===== src/rtl/popcnt_iter_if.sv =====
// Issue/result bundle between the pipeline EX stage and the iterative bit-count unit.
interface popcnt_iter_if #(
    parameter int WIDTH = 32,
    parameter int CNT_W = 6,
    parameter int ACC_W = 16
);
    logic             start;
    logic [1:0]       op;
    logic [WIDTH-1:0] numin;
    logic             flush;
    logic             busy;
    logic             done;
    logic [CNT_W-1:0] numout;
    logic [ACC_W-1:0] acc;

    // Pipeline side: issues requests and observes results.
    modport master (
        output start, op, numin, flush,
        input  busy, done, numout, acc
    );

    // Execution unit side.
    modport slave (
        input  start, op, numin, flush,
        output busy, done, numout, acc
    );
endinterface


===== src/rtl/popcnt_iter_unit.sv =====
// Multi-cycle population-count unit: counts ones or zeros of an operand CHUNK bits
// per cycle, with an optional saturating accumulator. Busy/done mirror mult/div.
module popcnt_iter_unit #(
    parameter int WIDTH = 32,
    parameter int CHUNK = 4,
    parameter int CNT_W = 6,
    parameter int ACC_W = 16
) (
    input  logic            clk,
    input  logic            rst_n,
    popcnt_iter_if.slave    bus
);
    localparam int N      = WIDTH / CHUNK;
    localparam int BEAT_W = (N > 1) ? $clog2(N) : 1;

    localparam logic [1:0] OP_CNT1 = 2'b00;
    localparam logic [1:0] OP_CNT0 = 2'b01;
    localparam logic [1:0] OP_ACC1 = 2'b10;
    localparam logic [1:0] OP_ACLR = 2'b11;

    typedef enum logic [1:0] {
        IDLE = 2'd0,
        RUN  = 2'd1,
        DONE = 2'd2
    } state_t;

    state_t             state_q;
    logic [WIDTH-1:0]   shreg_q;
    logic [CNT_W-1:0]   count_q;
    logic [BEAT_W-1:0]  beat_q;
    logic [1:0]         op_q;
    logic [CNT_W-1:0]   numout_q;
    logic [ACC_W-1:0]   acc_q;

    logic [CNT_W-1:0]   count_d;
    logic [ACC_W-1:0]   acc_d;
    logic               start_ok;

    // Number of set bits in one chunk.
    function automatic logic [CNT_W-1:0] popcnt_chunk(input logic [CHUNK-1:0] v);
        logic [CNT_W-1:0] n;
        n = '0;
        for (int i = 0; i < CHUNK; i++) begin
            n = n + {{(CNT_W-1){1'b0}}, v[i]};
        end
        return n;
    endfunction

    // Accumulate a zero-extended count, clamping at all-ones instead of wrapping.
    function automatic logic [ACC_W-1:0] sat_add(input logic [ACC_W-1:0] a,
                                                 input logic [CNT_W-1:0] c);
        logic [ACC_W:0] s;
        s = {1'b0, a} + {{(ACC_W+1-CNT_W){1'b0}}, c};
        return s[ACC_W] ? {ACC_W{1'b1}} : s[ACC_W-1:0];
    endfunction

    // Running sum including this beat's chunk, and the accumulator it would produce.
    always_comb begin
        count_d  = count_q + popcnt_chunk(shreg_q[CHUNK-1:0]);
        acc_d    = sat_add(acc_q, count_d);
        start_ok = (state_q != RUN) && bus.start && !bus.flush;
    end

    // Control FSM and datapath registers; flush always wins over start.
    always_ff @(posedge clk or negedge rst_n) begin
        if (!rst_n) begin
            state_q  <= IDLE;
            shreg_q  <= '0;
            count_q  <= '0;
            beat_q   <= '0;
            op_q     <= OP_CNT1;
            numout_q <= '0;
            acc_q    <= '0;
        end else begin
            case (state_q)
                RUN: begin
                    if (bus.flush) begin
                        state_q <= IDLE;
                    end else begin
                        count_q <= count_d;
                        shreg_q <= shreg_q >> CHUNK;
                        beat_q  <= beat_q + 1'b1;
                        if (beat_q == BEAT_W'(N - 1)) begin
                            numout_q <= count_d;
                            if (op_q == OP_ACC1) begin
                                acc_q <= acc_d;
                            end
                            state_q <= DONE;
                        end
                    end
                end
                default: begin
                    if (start_ok) begin
                        if (bus.op == OP_ACLR) begin
                            acc_q   <= '0;
                            state_q <= IDLE;
                        end else begin
                            shreg_q <= (bus.op == OP_CNT0) ? ~bus.numin : bus.numin;
                            count_q <= '0;
                            beat_q  <= '0;
                            op_q    <= bus.op;
                            state_q <= RUN;
                        end
                    end else begin
                        state_q <= IDLE;
                    end
                end
            endcase
        end
    end

    assign bus.busy   = (state_q == RUN);
    assign bus.done   = (state_q == DONE);
    assign bus.numout = numout_q;
    assign bus.acc    = acc_q;
endmodule


===== src/flat_wrapper.sv =====
// flat-port wrapper written by rule: the top's interface ports become plain ports
module popcnt_iter_unit_flat 
#(
    parameter int WIDTH = 32,
    parameter int CHUNK = 4,
    parameter int CNT_W = 6,
    parameter int ACC_W = 16
)
  (clk, rst_n, bus_start, bus_op, bus_numin, bus_flush, bus_busy, bus_done, bus_numout, bus_acc);
  popcnt_iter_if #(.WIDTH(WIDTH), .CNT_W(CNT_W), .ACC_W(ACC_W)) bus_i ();
  input  logic clk;
  input  logic rst_n;
  input wire logic [$bits(bus_i.start)-1:0] bus_start;
  input wire logic [$bits(bus_i.op)-1:0] bus_op;
  input wire logic [$bits(bus_i.numin)-1:0] bus_numin;
  input wire logic [$bits(bus_i.flush)-1:0] bus_flush;
  output wire logic [$bits(bus_i.busy)-1:0] bus_busy;
  output wire logic [$bits(bus_i.done)-1:0] bus_done;
  output wire logic [$bits(bus_i.numout)-1:0] bus_numout;
  output wire logic [$bits(bus_i.acc)-1:0] bus_acc;
  assign bus_i.start = bus_start;
  assign bus_i.op = bus_op;
  assign bus_i.numin = bus_numin;
  assign bus_i.flush = bus_flush;
  assign bus_busy = bus_i.busy;
  assign bus_done = bus_i.done;
  assign bus_numout = bus_i.numout;
  assign bus_acc = bus_i.acc;
  popcnt_iter_unit #(.WIDTH(WIDTH), .CHUNK(CHUNK), .CNT_W(CNT_W), .ACC_W(ACC_W)) u_core (.clk(clk), .rst_n(rst_n), .bus(bus_i));
endmodule

===== config.mk =====
export PLATFORM = sky130hd
export DESIGN_NAME = popcnt_iter_unit_flat
export DESIGN_NICKNAME = d
export VERILOG_FILES = /design/src/rtl/popcnt_iter_if.sv /design/src/rtl/popcnt_iter_unit.sv /design/src/flat_wrapper.sv
export SDC_FILE = /design/constraint.sdc
export NUM_CORES = 1
export LEC_CHECK = 0
export CAP_MARGIN = 25
export CORE_MARGIN = 1
export CORE_UTILIZATION = 35
export DETAILED_ROUTE_END_ITERATION = 16
export GPL_TIMING_DRIVEN = 0
export HOLD_SLACK_MARGIN = 0.15
export PLACE_DENSITY_LB_ADDON = 0.1
export SYNTH_ARGS = -nofsm -noshare
export SYNTH_HDL_FRONTEND = slang
export SYNTH_SLANG_ARGS = --single-unit

===== constraint.sdc =====
create_clock -name clk -period 4.3 [get_ports clk]
set_input_delay 0.645 -clock clk [delete_from_list [all_inputs] [get_ports clk]]
set_output_delay 0.645 -clock clk [all_outputs]
set_load 0.01 [all_outputs]

== Yosys cells after proc, flatten, opt, wreduce, memory -nomap -nowiden ==
Cells that the tools add are included.

* Flip-flop bits (word level): 67
* Input port bits: 38
* Output and inout port bits: 24
* Logic and storage cells: 63

* $add $sub $neg: 6
* Equal/unequal tests: 12
* Multiplexer cells: 25
* Bitwise gates (word level): 4
* Reductions and logical operators: 9

{| class="wikitable"
|+ Operators by type and width
! operator !! number
|-
| $mux W32 || 5
|-
| $mux W16 || 7
|-
| $not A32 Y32 || 1
|-
| $mux W6 || 4
|-
| $add A16 B6 Y17 || 1
|-
| $add A6 B1 Y6 || 2
|-
| $mux W3 || 4
|-
| $reduce_and A3 Y1 || 3
|-
| $add A6 B6 Y6 || 1
|-
| $eq A2 B2 Y1 const B || 3
|-
| $mux W2 || 3
|-
| $ne A2 B1 Y1 const B || 3
|-
| $reduce_and A5 Y1 || 1
|-
| $eq A2 B1 Y1 const B || 2
|-
| $ne A2 B2 Y1 const B || 2
|-
| $reduce_bool A2 Y1 || 2
|-
| $add A3 B1 Y3 const B || 1
|-
| $eq A3 B3 Y1 const B || 1
|-
| $ne A3 B2 Y1 const B || 1
|-
| $not A1 Y1 || 3
|-
| $add A1 B1 Y2 || 1
|-
| $logic_and A1 B1 Y1 || 2
|-
| $mux W1 || 2
|-
| $logic_not A1 Y1 || 1
|}

== Longest topological paths before layout ==
* Depth in word-level cells: 10
* Gate-level depth with buffers: 17
* Gate-level depth less buffers: 16

== Worst setup path after synthesis ==
OpenSTA, ideal clock, no wires.

* Kind: flip-flop to flip-flop
* Start: reg u_core.shreg_q[0]
* End: reg u_core.acc_q[13] (netlist: u_core.bus.acc[13])
* Setup time: 0.086 ns
* Arrival: 3.550 ns
* Data required time: 4.214 ns
* Slack: 0.664 ns
* Stages on the path, launching flop included: 17
* Path buffers: 0
* Period minus slack after synthesis: 3.636 ns
* Path through: dfrtp_1 > ha_1 > inv_1 > fa_1 > inv_1 > ha_1 > fa_1 > a21oi_1 > nor2b_1 > xnor2_1 > inv_1 > ha_1 > o21ai_0 > o21ai_0 > nand4_1 > and4_1 > nor3_1

* Longest elaborated chain between the ends: 10

{| class="wikitable"
|+ RTL lines
! item !! RTL line !! source
|-
| start, declared || popcnt_iter_unit.sv:28 || <nowiki>logic [WIDTH-1:0] shreg_q;</nowiki>
|-
| start signal, assigned || popcnt_iter_unit.sv:81 || <nowiki>shreg_q <= shreg_q >> CHUNK;</nowiki>
|-
| start signal, assigned || popcnt_iter_unit.sv:98 || <nowiki>shreg_q <= (bus.op == OP_CNT0) ? ~bus.numin : bus.numin;</nowiki>
|-
| $add A1 B1 Y2 || popcnt_iter_unit.sv:44 || <nowiki>n = n + {{(CNT_W-1){1'b0}}, v[i]};</nowiki>
|-
| $add A6 B1 Y6 (2 in series) || popcnt_iter_unit.sv:44 ||
|-
| $add A6 B6 Y6 || popcnt_iter_unit.sv:59 || <nowiki>count_d = count_q + popcnt_chunk(shreg_q[CHUNK-1:0]);</nowiki>
|-
| named net u_core.count_d[4] || popcnt_iter_unit.sv:35 || <nowiki>logic [CNT_W-1:0] count_d;</nowiki>
|-
| $add A16 B6 Y17 || popcnt_iter_unit.sv:53 || <nowiki>s = {1'b0, a} + {{(ACC_W+1-CNT_W){1'b0}}, c};</nowiki>
|-
| $mux W16 || popcnt_iter_unit.sv:54 || <nowiki>return s[ACC_W] ? {ACC_W{1'b1}} : s[ACC_W-1:0];</nowiki>
|-
| $mux W16 || popcnt_iter_unit.sv:85 || <nowiki>if (op_q == OP_ACC1) begin</nowiki>
|-
| $mux W16 || popcnt_iter_unit.sv:83 || <nowiki>if (beat_q == BEAT_W'(N - 1)) begin</nowiki>
|-
| $mux W16 || popcnt_iter_unit.sv:77 || <nowiki>if (bus.flush) begin</nowiki>
|-
| $mux W16 || popcnt_iter_unit.sv:75 || <nowiki>case (state_q)</nowiki>
|-
| end signal, assigned || popcnt_iter_unit.sv:73 || <nowiki>acc_q <= '0;</nowiki>
|-
| end signal, assigned || popcnt_iter_unit.sv:86 || <nowiki>acc_q <= acc_d;</nowiki>
|-
| end signal, assigned || popcnt_iter_unit.sv:95 || <nowiki>acc_q <= '0;</nowiki>
|-
| end, declared || popcnt_iter_unit.sv:33 || <nowiki>logic [ACC_W-1:0] acc_q;</nowiki>
|}

The timed path passes the listed nets, and every way through them passes these cells. The select of a mux whose other input is x is not followed.
A chain may end at the register's enable or synchronous reset.

== Worst setup path after layout ==
* Start: reg u_core.shreg_q[0]
* End: reg u_core.acc_q[8] (netlist: u_core.bus.acc[8])

The elaborated chain is that of the path after synthesis.

==> impl_metrics.ini <==
[outcome]
outcome = completed

[sta]
final_min_period_over_clock_period_pct = 91.86
worst_slew_margin_rel_pct = 42.20
timing.fmax_ghz = 0.2532
max_slew.worst_pin.slew_ns = 0.8670
final.min_clock_period_ns = 3.950
fin_tns_setup_ns = 0
grt_setup_unrepaired = false
worst_clock_skew_ns = 0.009310
final.setup.worst_slack_ns = 0.3501
timing.final.max_slew_violations = 0
final_count_of_negative_setup_slack_endpoints = 0
hold_viol = 0

[global_routing]
grt.overflow.total = 0
antenna_found_initial = 0
grt_start_max_net_pins = 68
via_count_of_the_first_global_routing_pass = 3053
groute.usage.overall_pct = 16.91
wire_length_of_the_first_global_routing_pass_um = 14880

[place]
final_weighted_congestion_in_routability_driven_placement = 0.7705
dp_cells = 595
io_buffers = 61
post-place-ws_ns = 0.03338
post-dp-hpwl_um = 6207

[pwr]
vdd_drop_max_uv = 146.9
power_density_normalized_to_cell_area_nw_per_um2 = 371.7
total_power_after_layout_uw = 1735
power.leakage_uw = 0.002069

[final_layout]
post_route_cells_drive_above_1_share_pct = 6.737
final_cells = 611
numnets_final = 526
fillCellCount = 1038
insertedDiodeCount = 0
area.growth.synth_to_final_pct = 26.40
final_core_utilization_pct = 45.41

[critical_path]
reg2regPathDepth = 16
ff2ff_setup_slack_ns = 0.35
timing_worst_setup_path_type = flip-flop to flip-flop
critPathCaptureType = flip-flop
critPathLaunchType = flip-flop
critical_path.reg2reg.endpoint = u_core.bus.acc[8]
critPathRequiredTime_ns = 4.53
path_cells = ha_1, inv_1, fa_1, inv_1, ha_1, fa_1, a21oi_1, nor2b_1, xnor2_1, inv_1, ha_1, o21ai_0, o21ai_1, and2_1, a31oi_1, a311oi_1
cp.buffers_inverters = 3
worstReg2RegStart = u_core.shreg_q[0]
arrival_ns = 4.18
cpMaxStageDelayCell = sky130_fd_sc_hd__fa_1
timing.critical_path.slowest_cell_delay_ns = 0.47
critical_path.max_fanout = 6
cpLargestDelayFamily = adder cells

[synth]
syn_nets = 452
synth_largest_area_cell = sky130_fd_sc_hd__dfrtp_1
yosys_register_bits = 67
number_of_synthesized_flops_with_an_enable_pin = 0
area_of_the_mapped_netlist_um2 = 3692
yosys-top-cells-area = sky130_fd_sc_hd__dfrtp_1, sky130_fd_sc_hd__xnor2_1, sky130_fd_sc_hd__a21oi_1, sky130_fd_sc_hd__o21ai_0, sky130_fd_sc_hd__ha_1
async_flop_share_pct = 100.0
synth_sequential_area_ratio_pct = 45.41
number_of_cells_produced_by_synthesis = 398
syn_area_per_cell_um2 = 9.277
synthFlopType = sky130_fd_sc_hd__dfrtp_1
synth_warnings = 0
yosys.cell_types.count = 44
yosysTopAreaCellShare_pct = 45.41

[die]
die_h_um = 104.7
die_area_um2 = 10960
die_width_um = 104.7
design.portCount = 62
floorplan.initialDensity_pct = 35.93
row_count = 37
core_region_area_um2 = 10280

[clocking]
cts_hold_repair.buffers = 0
tritoncts = built
clock_tree.buffer_depth = 2
clk-insertion-delay-late_ns = 0.33
ctsRootBufferMaster = sky130_fd_sc_hd__clkbuf_8
htreeDepth = 3
clock_sinks = 67
clk_pin_slew_ns = 0.07
cts-buffers-inserted = 9

[min_path]
worst_hold_path_type = input port to asynchronous set/reset pin

[routing]
route.detailed.drc = 0
wirelength_um = 8572
initialDrtViolationCount = 129
drtPass1Iterations = 4
routed-via-count = 3069
detail_route.wl_per_cell_um = 14.03
drt-vias-per-instance = 5.023
antenna_violating_nets_post_route = 0

[flow_run]
max_cap_viol_count = 0
-- how the worst max path moves through the flow --
| stage | start | end | slack (ns) | cells past startpoint |
|---|---|---|---|---|
| 4_1_cts | u_core.shreg_q[0] | u_core.bus.acc[8] | 0.21 | 16 |
| 6_report | u_core.shreg_q[0] | u_core.bus.acc[8] | 0.35 | 16 |
| 3_3_place_gp | u_core.shreg_q[0] | u_core.bus.acc[13] | 0.03 | 16 |
| 5_1_grt | u_core.shreg_q[0] | u_core.bus.acc[8] | 0.07 | 16 |
| 3_5_place_dp | u_core.shreg_q[0] | u_core.bus.acc[13] | 0.03 | 16 |
| 2_1_floorplan | u_core.shreg_q[0] | u_core.bus.acc[13] | 0.66 | 16 |
-- cell type report --
type	count	area, µm²	share of cell area, %
multi-input combinational	296	1873	40.13
sequential	67	1677	35.92
timing repair buffer	63	623.1	13.35
tap	136	170.2	3.646
clock buffer	11	141.4	3.029
buffer	25	105.1	2.252
clock inverter	3	40.04	0.8579
inverter	10	37.54	0.8043
-- registers in the layout, indices dropped and copies added (netlist names) --
name / cells
u_core.count_q: 6
u_core.state_q: 2
u_core.bus.numout: 6
u_core.bus.acc: 16
u_core.beat_q: 3
u_core.op_q: 2
u_core.shreg_q: 32
-- worst reg2reg max path, delay by kind of cell, from the launching register on --
family	cells	cell delay, ns
adder cells (fa/ha/maj)	5	1.70
XOR/XNOR	1	0.28
AND/OR/NAND/NOR	2	0.37
flip-flops	1	0.39
AO/OA/AOI/OAI	5	0.95
buffers and inverters	3	0.17
-- power by group --
part | internal, µW | switching, µW
registers | 718 | 54.1
clock network | 276 | 230
logic | 205 | 251
total | 1200 | 536
-- Yosys cell counts, types with 2 or more instances --
| cell | n |
|---|---|
| sky130_fd_sc_hd__nor2_1 | 38 |
| sky130_fd_sc_hd__o31ai_1 | 5 |
| sky130_fd_sc_hd__nand3_1 | 4 |
| sky130_fd_sc_hd__mux2_2 | 4 |
| sky130_fd_sc_hd__inv_1 | 10 |
| sky130_fd_sc_hd__xor2_1 | 4 |
| sky130_fd_sc_hd__buf_1 | 4 |
| sky130_fd_sc_hd__clkbuf_1 | 14 |
| sky130_fd_sc_hd__and3_1 | 5 |
| sky130_fd_sc_hd__a211oi_1 | 2 |
| sky130_fd_sc_hd__and4_1 | 3 |
| sky130_fd_sc_hd__xnor2_1 | 36 |
| sky130_fd_sc_hd__a31oi_1 | 9 |
| sky130_fd_sc_hd__o21ai_0 | 37 |
| sky130_fd_sc_hd__nor2b_1 | 4 |
| sky130_fd_sc_hd__o22a_1 | 4 |
| sky130_fd_sc_hd__nand4_1 | 3 |
| sky130_fd_sc_hd__a22o_1 | 5 |
| sky130_fd_sc_hd__buf_2 | 6 |
| sky130_fd_sc_hd__nor3_1 | 3 |
| sky130_fd_sc_hd__a41oi_1 | 2 |
| sky130_fd_sc_hd__fa_1 | 3 |
| sky130_fd_sc_hd__or2_2 | 2 |
| sky130_fd_sc_hd__nand2_1 | 42 |
| sky130_fd_sc_hd__a21o_1 | 6 |
| sky130_fd_sc_hd__ha_1 | 13 |
| sky130_fd_sc_hd__dfrtp_1 | 67 |
| sky130_fd_sc_hd__a21oi_1 | 46 |
| sky130_fd_sc_hd__and2_1 | 2 |
-- cell families (layout without fill, tap and decap cells) --
kind of cell | Yosys count | after routing | synth area share (%)
simple gates | 115 | 115 | 14.81
mux | 4 | 4 | 1.220
fa+ha+maj | 16 | 16 | 6.032
compound gates | 121 | 121 | 19.18
xor+xnor | 40 | 40 | 9.488
flops | 67 | 67 | 45.41
buf+inv | 35 | 112 | 3.863
-- per-layer routing --
metal	part of all wire (%)	up-vias	track usage, %
li1	-	1532	-
met1	48	1484	21.84
met2	49	49	28.33
met3	3.1	4	3.057
met4	0.66	0	6.036
met5	0	-	0
-- through the flow --
| step | hold WS, ns | area [µm²] |
|---|---|---|
| after global routing | 0.4951 | 4667 |
| after CTS | 0.4563 | 4667 |
| after floorplan | 0.3494 | 3692 |
| after detailed placement | 0.4713 | 4471 |
| final | 0.4186 | 4667 |
| after global placement | 0.4633 | 4473 |
-- cells in the final DEF (no fill, tap or decap), types with 5 or more instances in the layout --
master,n
sky130_fd_sc_hd__a21o_1,6
sky130_fd_sc_hd__a21oi_1,46
sky130_fd_sc_hd__a22o_1,5
sky130_fd_sc_hd__a31oi_1,9
sky130_fd_sc_hd__and3_1,5
sky130_fd_sc_hd__buf_2,6
sky130_fd_sc_hd__clkbuf_1,15
sky130_fd_sc_hd__clkbuf_8,10
sky130_fd_sc_hd__clkdlybuf4s50_1,60
sky130_fd_sc_hd__dfrtp_1,67
sky130_fd_sc_hd__ha_1,13
sky130_fd_sc_hd__inv_1,10
sky130_fd_sc_hd__nand2_1,42
sky130_fd_sc_hd__nor2_1,38
sky130_fd_sc_hd__o21ai_0,36
sky130_fd_sc_hd__o31ai_1,5
sky130_fd_sc_hd__xnor2_1,36
-- repair_timing --
| action | CTS | global route |
|---|---|---|
| setup endpoints to repair | 1 | 5 |
| resized for setup | 0 | 2 |
| hold endpoints to repair | 0 | 0 |
| pin swaps | 1 | 0 |
| setup buffers | 2 | 0 |
No activity file was read; power rests on OpenSTA's default activity.
